--- src/rtl/muldiv_unit_if.sv ---
// Execute-stage multiply/divide unit bus: operation request, HI/LO writes
// (mthi/mtlo) and the registered result/status returned to the pipeline.
interface muldiv_unit_if #(
  parameter int WIDTH = 32
);
  logic             start;
  logic             op;
  logic             Signed;
  logic [WIDTH-1:0] A;
  logic [WIDTH-1:0] B;
  logic             hi_we;
  logic             lo_we;
  logic [WIDTH-1:0] wdata;
  logic             busy;
  logic             done;
  logic             div_by_zero;
  logic [WIDTH-1:0] hi;
  logic [WIDTH-1:0] lo;

  modport master (
    output start, op, Signed, A, B, hi_we, lo_we, wdata,
    input  busy, done, div_by_zero, hi, lo
  );

  modport slave (
    input  start, op, Signed, A, B, hi_we, lo_we, wdata,
    output busy, done, div_by_zero, hi, lo
  );
endinterface

--- src/rtl/muldiv_unit.sv ---
// Multi-cycle signed/unsigned multiply and divide into HI/LO, one bit per
// cycle on operand magnitudes, with sign correction applied in a final cycle.
module muldiv_unit #(
  parameter int WIDTH = 32
) (
  input  logic           clk,
  input  logic           reset,
  muldiv_unit_if.slave   bus
);

  localparam int CNT_W = $clog2(WIDTH);
  localparam logic [CNT_W-1:0] LAST = CNT_W'(WIDTH - 1);

  typedef enum logic [1:0] {
    S_IDLE,
    S_RUN,
    S_FIX
  } state_t;

  state_t             state;
  logic [CNT_W-1:0]   cnt;
  logic               op_r;
  logic               neg_res;   // product / quotient must be negated
  logic               neg_a;     // remainder takes the dividend's sign
  logic               b_zero;    // divide with a zero divisor
  logic [WIDTH-1:0]   opnd;      // multiplicand or divisor magnitude
  logic [WIDTH-1:0]   acc_hi;    // partial product high / remainder
  logic [WIDTH-1:0]   acc_lo;    // multiplier bits / quotient bits

  logic               a_neg;
  logic               b_neg;
  logic [WIDTH-1:0]   a_mag;
  logic [WIDTH-1:0]   b_mag;

  logic [WIDTH:0]     mul_sum;
  logic [WIDTH:0]     div_shift;
  logic [WIDTH:0]     div_diff;
  logic [WIDTH-1:0]   step_hi;
  logic [WIDTH-1:0]   step_lo;

  logic [2*WIDTH-1:0] prod;
  logic [2*WIDTH-1:0] prod_fix;
  logic [WIDTH-1:0]   quo_fix;
  logic [WIDTH-1:0]   rem_fix;
  logic [WIDTH-1:0]   fix_hi;
  logic [WIDTH-1:0]   fix_lo;

  assign a_neg = bus.Signed & bus.A[WIDTH-1];
  assign b_neg = bus.Signed & bus.B[WIDTH-1];
  // Negating the most negative value yields itself, which is the correct
  // unsigned magnitude 2^(WIDTH-1).
  assign a_mag = a_neg ? -bus.A : bus.A;
  assign b_mag = b_neg ? -bus.B : bus.B;

  // One shift-add or restoring-divide step on the shared accumulator.
  always_comb begin
    // NOTE: every always_comb output gets a default first so no path can leave it unassigned and infer a latch.
    step_hi   = acc_hi;
    step_lo   = acc_lo;
    mul_sum   = {1'b0, acc_hi} + (acc_lo[0] ? {1'b0, opnd} : '0);
    div_shift = {acc_hi, acc_lo[WIDTH-1]};
    div_diff  = div_shift - {1'b0, opnd};
    if (op_r) begin
      if (!div_diff[WIDTH]) begin
        step_hi = div_diff[WIDTH-1:0];
        step_lo = {acc_lo[WIDTH-2:0], 1'b1};
      end else begin
        step_hi = div_shift[WIDTH-1:0];
        step_lo = {acc_lo[WIDTH-2:0], 1'b0};
      end
    end else begin
      step_hi = mul_sum[WIDTH:1];
      step_lo = {mul_sum[0], acc_lo[WIDTH-1:1]};
    end
  end

  // Sign correction; with a zero divisor the remainder path reproduces A.
  always_comb begin
    prod     = {acc_hi, acc_lo};
    prod_fix = neg_res ? -prod : prod;
    quo_fix  = neg_res ? -acc_lo : acc_lo;
    rem_fix  = neg_a ? -acc_hi : acc_hi;
    if (op_r) begin
      fix_hi = rem_fix;
      fix_lo = b_zero ? '1 : quo_fix;
    end else begin
      fix_hi = prod_fix[2*WIDTH-1:WIDTH];
      fix_lo = prod_fix[WIDTH-1:0];
    end
  end

  always_ff @(posedge clk) begin
    if (reset) begin
      state           <= S_IDLE;
      cnt             <= '0;
      op_r            <= 1'b0;
      neg_res         <= 1'b0;
      neg_a           <= 1'b0;
      b_zero          <= 1'b0;
      opnd            <= '0;
      acc_hi          <= '0;
      acc_lo          <= '0;
      bus.busy        <= 1'b0;
      bus.done        <= 1'b0;
      bus.div_by_zero <= 1'b0;
      bus.hi          <= '0;
      bus.lo          <= '0;
    end else begin
      // NOTE: state registers use non-blocking assignments so every flop samples pre-edge values.
      bus.done <= 1'b0;
      case (state)
        S_IDLE: begin
          if (bus.hi_we) bus.hi <= bus.wdata;
          if (bus.lo_we) bus.lo <= bus.wdata;
          if (bus.start) begin
            state           <= S_RUN;
            cnt             <= '0;
            op_r            <= bus.op;
            neg_res         <= a_neg ^ b_neg;
            neg_a           <= a_neg;
            b_zero          <= bus.op & (bus.B == '0);
            opnd            <= bus.op ? b_mag : a_mag;
            acc_hi          <= '0;
            acc_lo          <= bus.op ? a_mag : b_mag;
            bus.busy        <= 1'b1;
            bus.div_by_zero <= 1'b0;
          end
        end
        S_RUN: begin
          acc_hi <= step_hi;
          acc_lo <= step_lo;
          cnt    <= cnt + 1'b1;
          if (cnt == LAST) state <= S_FIX;
        end
        S_FIX: begin
          bus.hi          <= fix_hi;
          bus.lo          <= fix_lo;
          bus.busy        <= 1'b0;
          bus.done        <= 1'b1;
          bus.div_by_zero <= b_zero;
          state           <= S_IDLE;
        end
        default: state <= S_IDLE;
      endcase
    end
  end

endmodule

--- src/flat_wrapper.sv ---
// flat-port wrapper written by rule: the top's interface ports become plain ports
module muldiv_unit_flat 
#(
  parameter int WIDTH = 32
)
  (clk, reset, bus_start, bus_op, bus_Signed, bus_A, bus_B, bus_hi_we, bus_lo_we, bus_wdata, bus_busy, bus_done, bus_div_by_zero, bus_hi, bus_lo);
  muldiv_unit_if #(.WIDTH(WIDTH)) bus_i ();
  input  logic clk;
  input  logic reset;
  input wire logic [$bits(bus_i.start)-1:0] bus_start;
  input wire logic [$bits(bus_i.op)-1:0] bus_op;
  input wire logic [$bits(bus_i.Signed)-1:0] bus_Signed;
  input wire logic [$bits(bus_i.A)-1:0] bus_A;
  input wire logic [$bits(bus_i.B)-1:0] bus_B;
  input wire logic [$bits(bus_i.hi_we)-1:0] bus_hi_we;
  input wire logic [$bits(bus_i.lo_we)-1:0] bus_lo_we;
  input wire logic [$bits(bus_i.wdata)-1:0] bus_wdata;
  output wire logic [$bits(bus_i.busy)-1:0] bus_busy;
  output wire logic [$bits(bus_i.done)-1:0] bus_done;
  output wire logic [$bits(bus_i.div_by_zero)-1:0] bus_div_by_zero;
  output wire logic [$bits(bus_i.hi)-1:0] bus_hi;
  output wire logic [$bits(bus_i.lo)-1:0] bus_lo;
  assign bus_i.start = bus_start;
  assign bus_i.op = bus_op;
  assign bus_i.Signed = bus_Signed;
  assign bus_i.A = bus_A;
  assign bus_i.B = bus_B;
  assign bus_i.hi_we = bus_hi_we;
  assign bus_i.lo_we = bus_lo_we;
  assign bus_i.wdata = bus_wdata;
  assign bus_busy = bus_i.busy;
  assign bus_done = bus_i.done;
  assign bus_div_by_zero = bus_i.div_by_zero;
  assign bus_hi = bus_i.hi;
  assign bus_lo = bus_i.lo;
  muldiv_unit #(.WIDTH(WIDTH)) u_core (.clk(clk), .reset(reset), .bus(bus_i));
endmodule
--- config.mk ---
export PLATFORM = sky130hd
export DESIGN_NAME = muldiv_unit_flat
export DESIGN_NICKNAME = d
export VERILOG_FILES = /design/src/rtl/muldiv_unit_if.sv /design/src/rtl/muldiv_unit.sv /design/src/flat_wrapper.sv
export SDC_FILE = /design/constraint.sdc
export NUM_CORES = 1
export LEC_CHECK = 0
export BUFFER_PORTS_ARGS = -buffer_cell sky130_fd_sc_hd__buf_4
export CAP_MARGIN = 25
export CORE_MARGIN = 1
export CORE_UTILIZATION = 55
export CTS_CLUSTER_DIAMETER = 100
export DETAILED_ROUTE_END_ITERATION = 12
export GPL_ROUTABILITY_DRIVEN = 1
export PLACE_DENSITY = 0.76
export REMOVE_ABC_BUFFERS = 1
export SYNTH_ARGS = -nofsm -noshare
export SYNTH_HDL_FRONTEND = slang
export SYNTH_SLANG_ARGS = --single-unit
--- constraint.sdc ---
create_clock -name clk -period 4.2 [get_ports clk]
set_clock_uncertainty 0.05 [all_clocks]
set_input_delay 0 -clock clk [delete_from_list [all_inputs] [get_ports clk]]
set_output_delay 0 -clock clk [all_outputs]
set_load 0.01 [all_outputs]
* Word level (Yosys, flattened, before mapping)
Index checks and enable logic that the tools add are counted.
** Word-level totals
- Bits in registers :: 174
- Input port bits :: 103
- Output and inout bits :: 67
- Logic and storage cells :: 76
** Cells by class
- $add $sub $neg :: 8
- Eq/ne operators :: 7
- Mux-type cells :: 33
- Bitwise gates (word level) :: 4
- Reduce and logical (&&, ||, !) cells :: 10
** Operators with widths (number)
- $mux 32 :: 17
- $pmux 32 s2 :: 4
- $neg 32->32 :: 4
- $mux 64 :: 1
- $neg 64->64 :: 1
- $add 32x33->33 :: 1
- $sub 33x32->33 :: 1
- $logic_not 32->1 :: 1
- $reduce_and 2->1 :: 6
- $pmux 5 s2 :: 1
- $ne 2x2->1 const B :: 3
- $add 5x1->5 const B :: 1
- $eq 5x5->1 const B :: 1
- $mux 5 :: 1
- $mux 1 :: 4
- $mux 2 :: 2
- $pmux 1 s2 :: 2
- $pmux 2 s2 :: 1
- $reduce_bool 2->1 :: 2
- $and 1x1->1 :: 3
- $eq 2x1->1 const B :: 1
- $eq 2x2->1 const B :: 1
- $logic_not 2->1 :: 1
- $ne 2x1->1 const B :: 1
- $xor 1x1->1 :: 1

* Longest topological paths before layout
Gate-level depths: netlist of the first run.
- Word-level depth :: 5
- Depth in mapped cells :: 16
- Gate-level depth less buffers :: 14

* Worst setup path before layout of the first run
OpenSTA, ideal clock, no wires.
- Kind :: flip-flop to flip-flop
- Start :: register u_core.acc_lo[31]
- End :: register u_core.acc_lo[0]
- Library setup time :: 0.128 ns
- Arrival time :: 3.380 ns
- Data required time :: 4.022 ns
- Setup slack :: 0.643 ns
- Stages on the path, launching flop included :: 17
- Path buffers :: 3
- Period minus slack after synthesis :: 3.557 ns
- Cell sequence :: dfxtp_1 > clkbuf_1 > inv_1 > ha_1 > fa_1 > nor2b_1 > o31ai_1 > a2111oi_0 > nor3_1 > o31ai_1 > a21oi_1 > xor2_1 > buf_2 > buf_2 > mux2i_1 > a21oi_1 > nor2_1
** Between the ends
- Longest elaborated chain between the ends :: 4
** Ends and longest elaborated chain
- from (decl) :: RTL line muldiv_unit.sv:28 : logic [WIDTH-1:0] acc_lo;
- from (signal assigned) :: RTL line muldiv_unit.sv:124 : acc_lo <= bus.op ? a_mag : b_mag;
- from (signal assigned) :: RTL line muldiv_unit.sv:131 : acc_lo <= step_lo;
- $sub 33x32->33 :: RTL line muldiv_unit.sv:62 : div_diff = div_shift - {1'b0, opnd};
- $mux 1 :: RTL line muldiv_unit.sv:64 : if (!div_diff[WIDTH]) begin
- $mux 32 :: RTL line muldiv_unit.sv:63 : if (op_r) begin
- $pmux 32 s2 :: RTL line muldiv_unit.sv:111 : case (state)
Every way passes these cells.
A chain may end at the register's enable or synchronous reset.

* Worst setup path in the final report of the first run
- Start :: register u_core.acc_lo[31]
- End :: register u_core.acc_hi[9]
** Between the ends
- Longest elaborated chain between the ends :: 4
** Ends and longest elaborated chain
- $sub 33x32->33 :: RTL line muldiv_unit.sv:62
- $mux 32 :: RTL line muldiv_unit.sv:64
- $mux 32 :: RTL line muldiv_unit.sv:63
- $pmux 32 s2 :: RTL line muldiv_unit.sv:111
- to (signal assigned) :: RTL line muldiv_unit.sv:130 : acc_hi <= step_hi;
- to (decl) :: RTL line muldiv_unit.sv:27 : logic [WIDTH-1:0] acc_hi;
Every way passes these cells.

==> impl_metrics.yaml, run 1 <==
cells_and_area:
  area_growth_pct: 20.72
  antenna_cells: 0
  share_of_post_route_cells_with_drive_strength_above_1: 0.1415
  number_of_fillers_in_the_final_layout: 2197
  final_cells: 2457
  fin_nets: 2290
  finalCoreUtilization: 0.6810
synthesis:
  yosys.cell_types.count: 79
  postSynth.asyncResetShare: 0
  yosys.area_share.simple: 0.1877
  yosys_most_used_dff: "sky130_fd_sc_hd__dfxtp_1"
  synth_top_area_share: 0.2438
  yosys_warnings: 0
  muxShareOfSynthArea: 0.03967
  synth.cells.most_frequent: "sky130_fd_sc_hd__a21oi_1 (217), sky130_fd_sc_hd__nor2_1 (212), sky130_fd_sc_hd__nand2_1 (190), sky130_fd_sc_hd__dfxtp_1 (174)"
  synth_compound_gate_area_share: 0.3074
  post_synthesis_cell_count: 1933
  syn-cell-area_um2: 14290
  synth_enable_flop_cells: 0
  synth_adder_area_share: 0.06411
  synth_top_family_by_area: "compound AO/OA/AOI/OAI gates"
  netlist_top_cells_area: "sky130_fd_sc_hd__dfxtp_1 (24%), sky130_fd_sc_hd__a21oi_1 (7.6%), sky130_fd_sc_hd__ha_1 (6.1%)"
  xor_xnor_fraction_of_synth_area: 0.1036
  synth_top_area_cell: "sky130_fd_sc_hd__dfxtp_1"
  syn_avg_cell_area_um2: 7.391
  synth.ff_latch_count: 174
  most_repeated_cell_in_the_gate_level_netlist_after_synthesis: "sky130_fd_sc_hd__a21oi_1"
  synth_seq_area_share: 0.2438
cts:
  clockBufferDepth: 2
  tritoncts_num_sinks: 174
  clk_pin_slew_worst_paths_ns: 0.08
  tritoncts: "yes"
  cts_made_buffers: 17
  cts-htree-levels: 4
  clock_insertion_delay_at_the_later_pin_of_the_skew_report_ns: 0.45
  cts_root_buf: "sky130_fd_sc_hd__clkbuf_16"
routing:
  drtAntennaViolNets: 0
  drt_pass1_iterations: 6
  drt_iter0_markers: 1999
  wl_per_cell_um: 21.92
  finalWirelength_mm: 53.85
  route.detailed.drc: 0
  viasPerCell: 6.557
  detailroute.via_count: 16110
critical_path:
  critical_path.startpoint_type: "register"
  cp.buffers_inverters: 3
  max_stage_delay_ns: 0.56
  critical_path_peak_fanout: 22
  critical_path_end_type: "register"
  timing.critical_path.arrival_ns: 4.35
  cp_top_family: "compound AO/OA/AOI/OAI gates"
  timing_worst_setup_path_type: "register to register"
  timing.critical_path.required_ns: 4.49
  cp_slowest_cell: "sky130_fd_sc_hd__a2111oi_1"
  cp_cell_sequence: "inv_1 -> ha_1 -> fa_1 -> nor2b_1 -> o31ai_1 -> a2111oi_1 -> buf_4 -> nor3_1 -> o31ai_1 -> a21oi_1 -> xor2_4 -> buf_4 -> o211ai_1 -> a32o_1"
outcome:
  status: "finished, final reports clean"
floorplan:
  dieArea_um2: 26620
  std_cell_rows: 58
  die_height_um: 163.2
  initial_utilization: 0.5641
  ios: 170
  die_w_um: 163.2
  core_ar_um2: 25330
placed_design:
  placed_cells: 2355
  dp.final_hpwl_mm: 39.45
  place.port_buffers: 169
  finalWeightedCongestion: 1.015
  dp_slack_ns: 0.1284
sta:
  slew_violations: 0
  final_hold_viol_count: 0
  worst-slew-pin-transition_ns: 1.171
  post-route-period-util: 0.9677
  final_critical_path_setup_slack_ns: 0.1356
  relative_max_transition_margin: 0.2191
  fmax_mhz: 246.0
  timing.final.crit_period_ns: 4.064
  grt_setup_unrepaired: "no"
  setup-violations-final: 0
grt:
  grtUsageTotal: 0.3982
  grt_start_max_net_pins: 80
  antenna_violations_before_repair: 0
  wire_length_of_the_first_global_routing_pass_mm: 82.41
  globalRouteOverflowTotal: 0
  grt_pass1_vias: 15030
power:
  vdd_drop_max_v: 0.0002184
  leakage_nw: 7.037
  power-per-cell-area_nw_per_um2: 314.3
flow_run:
  timing.max_cap.violations: 0
hold_path:
  holdCritPathClass: "input pin to register"
==> routing by layer <==
metal	wire, µm	track usage
met3	4852	0.06094
met2	24340	0.6308
met5	0	0
met4	2747	0.2167
met1	21910	0.5169
==> through the flow <==
stage	TNS [ns]	hold WS [ns]	cell area [µm²]	total power, mW
3_3_place_gp	0	0.2372	15940	3.583
2_1_floorplan	-29.24	0.01907	13750	2.965
3_5_place_dp	0	0.2450	15940	3.608
4_1_cts	0	0.003297	17190	5.360
5_1_grt	0	0.02574	17250	5.652
6_report	0	0.009986	17250	5.420
==> cell usage in the layout (no fill, tap or decap), types with 36 or more instances in the layout <==
cell / synthesis / layout
sky130_fd_sc_hd__a211oi_1: 72 / 72
sky130_fd_sc_hd__xor2_1: 70 / 69
sky130_fd_sc_hd__dlygate4sd3_1: 0 / 66
sky130_fd_sc_hd__a21oi_1: 217 / 217
sky130_fd_sc_hd__buf_4: 0 / 230
sky130_fd_sc_hd__o21ai_0: 109 / 108
sky130_fd_sc_hd__nand2_1: 190 / 190
sky130_fd_sc_hd__ha_1: 70 / 70
sky130_fd_sc_hd__nor3_1: 37 / 36
sky130_fd_sc_hd__xnor2_1: 99 / 99
sky130_fd_sc_hd__mux2i_1: 51 / 51
sky130_fd_sc_hd__dfxtp_1: 174 / 173
sky130_fd_sc_hd__nor2_1: 212 / 210
sky130_fd_sc_hd__inv_1: 59 / 59
==> flip-flops by register name (all words and copies together), names as in the netlist <==
register	cells
u_core.acc_hi	32
u_core.acc_lo	32
u_core.bus.hi	32
u_core.bus.lo	32
u_core.opnd	32
u_core.cnt	5
u_core.state	2
u_core.b_zero	1
u_core.bus.busy	1
u_core.bus.div_by_zero	1
u_core.bus.done	1
u_core.neg_a	1
u_core.neg_res	1
u_core.op_r	1
==> worst register-to-register path: stages, from the launching register on <==
cell	delay, ns
sky130_fd_sc_hd__dfxtp_1	0.33
sky130_fd_sc_hd__inv_1	0.05
sky130_fd_sc_hd__ha_1	0.22
sky130_fd_sc_hd__fa_1	0.39
sky130_fd_sc_hd__nor2b_1	0.26
sky130_fd_sc_hd__o31ai_1	0.15
sky130_fd_sc_hd__a2111oi_1	0.56
sky130_fd_sc_hd__buf_4	0.21
sky130_fd_sc_hd__nor3_1	0.09
sky130_fd_sc_hd__o31ai_1	0.29
sky130_fd_sc_hd__a21oi_1	0.18
sky130_fd_sc_hd__xor2_4	0.39
sky130_fd_sc_hd__buf_4	0.36
sky130_fd_sc_hd__o211ai_1	0.15
sky130_fd_sc_hd__a32o_1	0.29
==> final cells by class <==
cell class                      count  area (µm²)  share of cell area
Multi-Input combinational cell   1562       10090              0.5851
Sequential cell                   174        3485              0.2020
Timing Repair Buffer              298        2422              0.1405
Clock buffer                       17       425.4             0.02467
Tap cell                          330       412.9             0.02394
Inverter                           62       232.7             0.01349
Clock inverter                     14       177.7             0.01030
==> logic make-up after synthesis <==
logic type | count (synthesis)
flip-flops | 174
AND/OR/NAND/NOR | 589
buffers and inverters | 197
adder cells (fa/ha/maj) | 72
XOR/XNOR | 169
AO/OA/AOI/OAI | 676
multiplexers | 56
==> report_power, final <==
group	internal [mW]	total (mW)	switching, mW
Sequential	1.76	1.88	0.122
Combinational	0.746	1.82	1.07
Clock	0.903	1.72	0.813
Total	3.41	5.42	2.01
==> path summary, 6_finish.rpt <==
path	start	slack, ns	end	cells past startpoint
max	u_core.acc_lo[31]$_SDFFE_PP0P_	0.14	u_core.acc_hi[9]$_SDFFE_PP0P_	14
min	bus_B[2]	0.01	u_core.opnd[2]$_SDFFE_PP0P_	5
max reg2reg	u_core.acc_lo[31]$_SDFFE_PP0P_	0.14	u_core.acc_hi[9]$_SDFFE_PP0P_	14
min reg2reg	u_core.opnd[11]$_SDFFE_PP0P_	0.41	u_core.opnd[11]$_SDFFE_PP0P_	2
==> repair_timing <==
| item | in CTS | in global routing |
|---|---|---|
| endpoints found under the setup margin | 0 | 16 |
| hold buffers | 65 | 1 |
| resized for setup | 0 | 2 |
| buffers inserted | 0 | 4 |
| endpoints found under the hold margin | 80 | 1 |
Note: power is estimated with default switching activity, not from simulation.
==> inputs of run 2 (changes only) <==
--- a/config.mk
+++ b/config.mk
@@ -7,7 +7,7 @@
 export LEC_CHECK = 0
 export BUFFER_PORTS_ARGS = -buffer_cell sky130_fd_sc_hd__buf_4
 export CAP_MARGIN = 25
-export CORE_MARGIN = 1
+export CORE_ASPECT_RATIO = 1.25
 export CORE_UTILIZATION = 55
 export CTS_CLUSTER_DIAMETER = 100
 export DETAILED_ROUTE_END_ITERATION = 12
==> run 2 against run 1 <==
Compared with the run above: clock power decreased by 5%; non-clock buffer count is 17 lower; worst setup slack improved by 0.18 ns; the run now ends with negative hold slack left; core utilization decreased by 0.84 points.
==> impl_metrics.yaml, run 2 (same netlist as run 1, synthesis figures left out) <==
flow_run:
  timing.max_cap.violations: 0
cts:
  cts-htree-levels: 4
  cts_made_buffers: 17
  clockBufferDepth: 2
  cts_setup_buffers: 0
  cts_root_buf: "sky130_fd_sc_hd__clkbuf_16"
  clk_pin_slew_worst_paths_ns: 0.08
  clock_insertion_delay_at_the_later_pin_of_the_skew_report_ns: 0.45
  tritoncts_num_sinks: 174
  tritoncts: "yes"
critical_path:
  reg2reg_from: "u_core.acc_lo[8]$_SDFFE_PP0P_"
  critical_path_cell_count: 9
  crit_path_start: "u_core.acc_lo[8]$_SDFFE_PP0P_"
  max_stage_delay_ns: 0.66
  worst_setup_path_endpoint: "u_core.bus.lo[31]$_SDFFE_PP0P_"
  critical_path.startpoint_type: "register"
  cp_top_family: "simple AND/OR/NAND/NOR gates"
  critical_path_peak_fanout: 8
  reg2reg_slack_ns: 0.31
  cp_slowest_cell: "sky130_fd_sc_hd__o31ai_1"
  timing_worst_setup_path_type: "register to register"
  depth_of_the_worst_register_to_register_path: 9
  critical_path.reg2reg.endpoint: "u_core.bus.lo[31]$_SDFFE_PP0P_"
  timing.critical_path.arrival_ns: 4.18
  timing.critical_path.required_ns: 4.50
  cp_cell_sequence: "or4_4 -> or3_4 -> nor4_2 -> nand2_1 -> o31ai_1 -> xnor2_1 -> o221ai_1 -> a21oi_1 -> dlygate4sd3_1"
  critical_path_end_type: "register"
  cp.buffers_inverters: 1
hold_path:
  holdPathStages: 5
  holdCritPathClass: "input pin to register"
sta:
  post-route-period-util: 0.9254
  final_hold_viol_count: 1
  finalHoldWorstSlack_ns: -0.0008147
  tns_ns: 0
  worst-slew-pin-transition_ns: 1.066
  timing.final.crit_period_ns: 3.887
  grt_setup_unrepaired: "no"
  slew_violations: 0
  relative_max_transition_margin: 0.2895
  setup-violations-final: 0
  fmax_mhz: 257.3
routing:
  finalWirelength_mm: 53.10
  drt_pass1_iterations: 6
  drtAntennaViolNets: 0
  route.detailed.drc: 0
  viasPerCell: 6.555
  drt_iter0_markers: 1544
  wl_per_cell_um: 21.71
  detailroute.via_count: 16030
placed_design:
  place.port_buffers: 169
  post_dp_cell_area_um2: 15910
  placed_cells: 2358
  finalWeightedCongestion: 1.032
  dp.final_hpwl_mm: 39.50
cells_and_area:
  layout.cells.most_common_list: "sky130_fd_sc_hd__buf_4 (225), sky130_fd_sc_hd__a21oi_1 (217), sky130_fd_sc_hd__nor2_1 (210), sky130_fd_sc_hd__nand2_1 (190), sky130_fd_sc_hd__dfxtp_1 (173)"
  number_of_fillers_in_the_final_layout: 2266
  area_growth_pct: 19.45
  fin_nets: 2273
  share_of_post_route_cells_with_drive_strength_above_1: 0.1393
  antenna_cells: 0
  post_route_standard_cell_area_excluding_fillers_um2: 17070
  final_cells: 2446
  mostFrequentLayoutCell: "sky130_fd_sc_hd__buf_4"
power:
  vdd_drop_max_v: 0.0002517
  power-per-cell-area_nw_per_um2: 309.9
  leakage_nw: 6.948
  switching_share: 0.3750
  cellInternalPower_mw: 3.305
  clkPwrFrac: 0.308
  combinational_group_share_of_total_power: 0.336
  switching_power_mw: 1.983
  sequentialPowerShare: 0.356
grt:
  antenna_violations_before_repair: 0
  grt_use_met1: 0.4434
  grt_start_max_net_pins: 96
  grtUsageTotal: 0.3921
  grt_pass1_vias: 15380
  wire_length_of_the_first_global_routing_pass_mm: 82.51
  grtUsageMet2: 0.6512
  globalRouteOverflowTotal: 0
  grt_util_met3: 0.06875
  busiest_layer: "met2"
floorplan:
  die_height_um: 182.2
  dieArea_um2: 26630
  core_ar_um2: 25370
  ios: 170
  initial_utilization: 0.5630
  std_cell_rows: 65
  die_w_um: 146.2
outcome:
  violations: "negative hold slack"
  status: "complete, but fails checks"
==> run 2: changes by cell type in the layout (fill, tap and decap cells not counted), sizes merged <==
cell         change
dlygate4sd3     -10
buf              -7
bufinv           -2
clkbuf           +2
clkinv           +2
inv              -1
==> run 2: worst register-to-register path, delay by kind of cell, from the launching register on <==
family | cells | cell delay [ns]
and+or+nand+nor | 4 | 1.57
AOI/OAI and AO/OA | 3 | 0.98
DFF | 1 | 0.39
buffers and inverters | 1 | 0.58
xor gates and xnor gates | 1 | 0.20
==> run 2: worst min-delay path by stage <==
| stage | startpoint | endpoint | slack (ns) |
|---|---|---|---|
| floorplan | reset | u_core.acc_hi[15]$_SDFFE_PP0P_ | 0.02 |
| global placement | bus_wdata[26] | u_core.bus.hi[26]$_SDFFE_PP0P_ | 0.23 |
| detailed placement | bus_wdata[26] | u_core.bus.hi[26]$_SDFFE_PP0P_ | 0.24 |
| CTS | bus_wdata[0] | u_core.bus.lo[0]$_SDFFE_PP0P_ | 0.001 |
| global route | bus_B[5] | u_core.opnd[5]$_SDFFE_PP0P_ | 0.04 |
| finish | bus_wdata[0] | u_core.bus.lo[0]$_SDFFE_PP0P_ | -0.0008 |
==> run 2: cell type report <==
class,instances,area (µm²),area share
multi-input combinational,1562,10090,0.5911
tap,335,419.2,0.02456
inverter,62,232.7,0.01364
clock inverter,13,138.9,0.008138
timing repair buffer,281,2250,0.1318
sequential,174,3485,0.2042
clock buffer,19,452.9,0.02654
==> run 2: what timing repair did <==
item,CTS,global route
endpoints found under the setup margin,0,2
resized for setup,0,1
hold endpoints to repair,81,0
hold buffers,56,0
==> run 2: power by group through the flow <==
stage / logic (mW) / clock network, mW / registers (mW)
2_1_floorplan: 1.04 / 0 / 1.92
3_3_place_gp: 1.65 / 0 / 1.91
3_5_place_dp: 1.68 / 0 / 1.92
4_1_cts: 1.73 / 1.63 / 1.88
5_1_grt: 1.91 / 1.70 / 1.90
6_report: 1.78 / 1.63 / 1.88
==> run 2: metrics by stage <==
step | util | hold WS [ns] | setup WS (ns) | total power [mW]
4_1_cts | 0.6725 | 0.001256 | 0.3158 | 5.241
2_1_floorplan | - | 0.01907 | -1.120 | 2.965
3_3_place_gp | 0.6271 | 0.2333 | 0.4713 | 3.564
5_1_grt | 0.6725 | 0.04400 | 0.09563 | 5.505
3_5_place_dp | 0.6271 | 0.2398 | 0.3524 | 3.594
6_report | 0.6725 | -0.0008147 | 0.3132 | 5.288
==> run 2: per-layer routing <==
layer / vias to the layer above / share of wire
met5: - / 0
met3: 251 / 0.076
met2: 867 / 0.46
li1: 7403 / -
met4: 0 / 0.083
met1: 7512 / 0.38
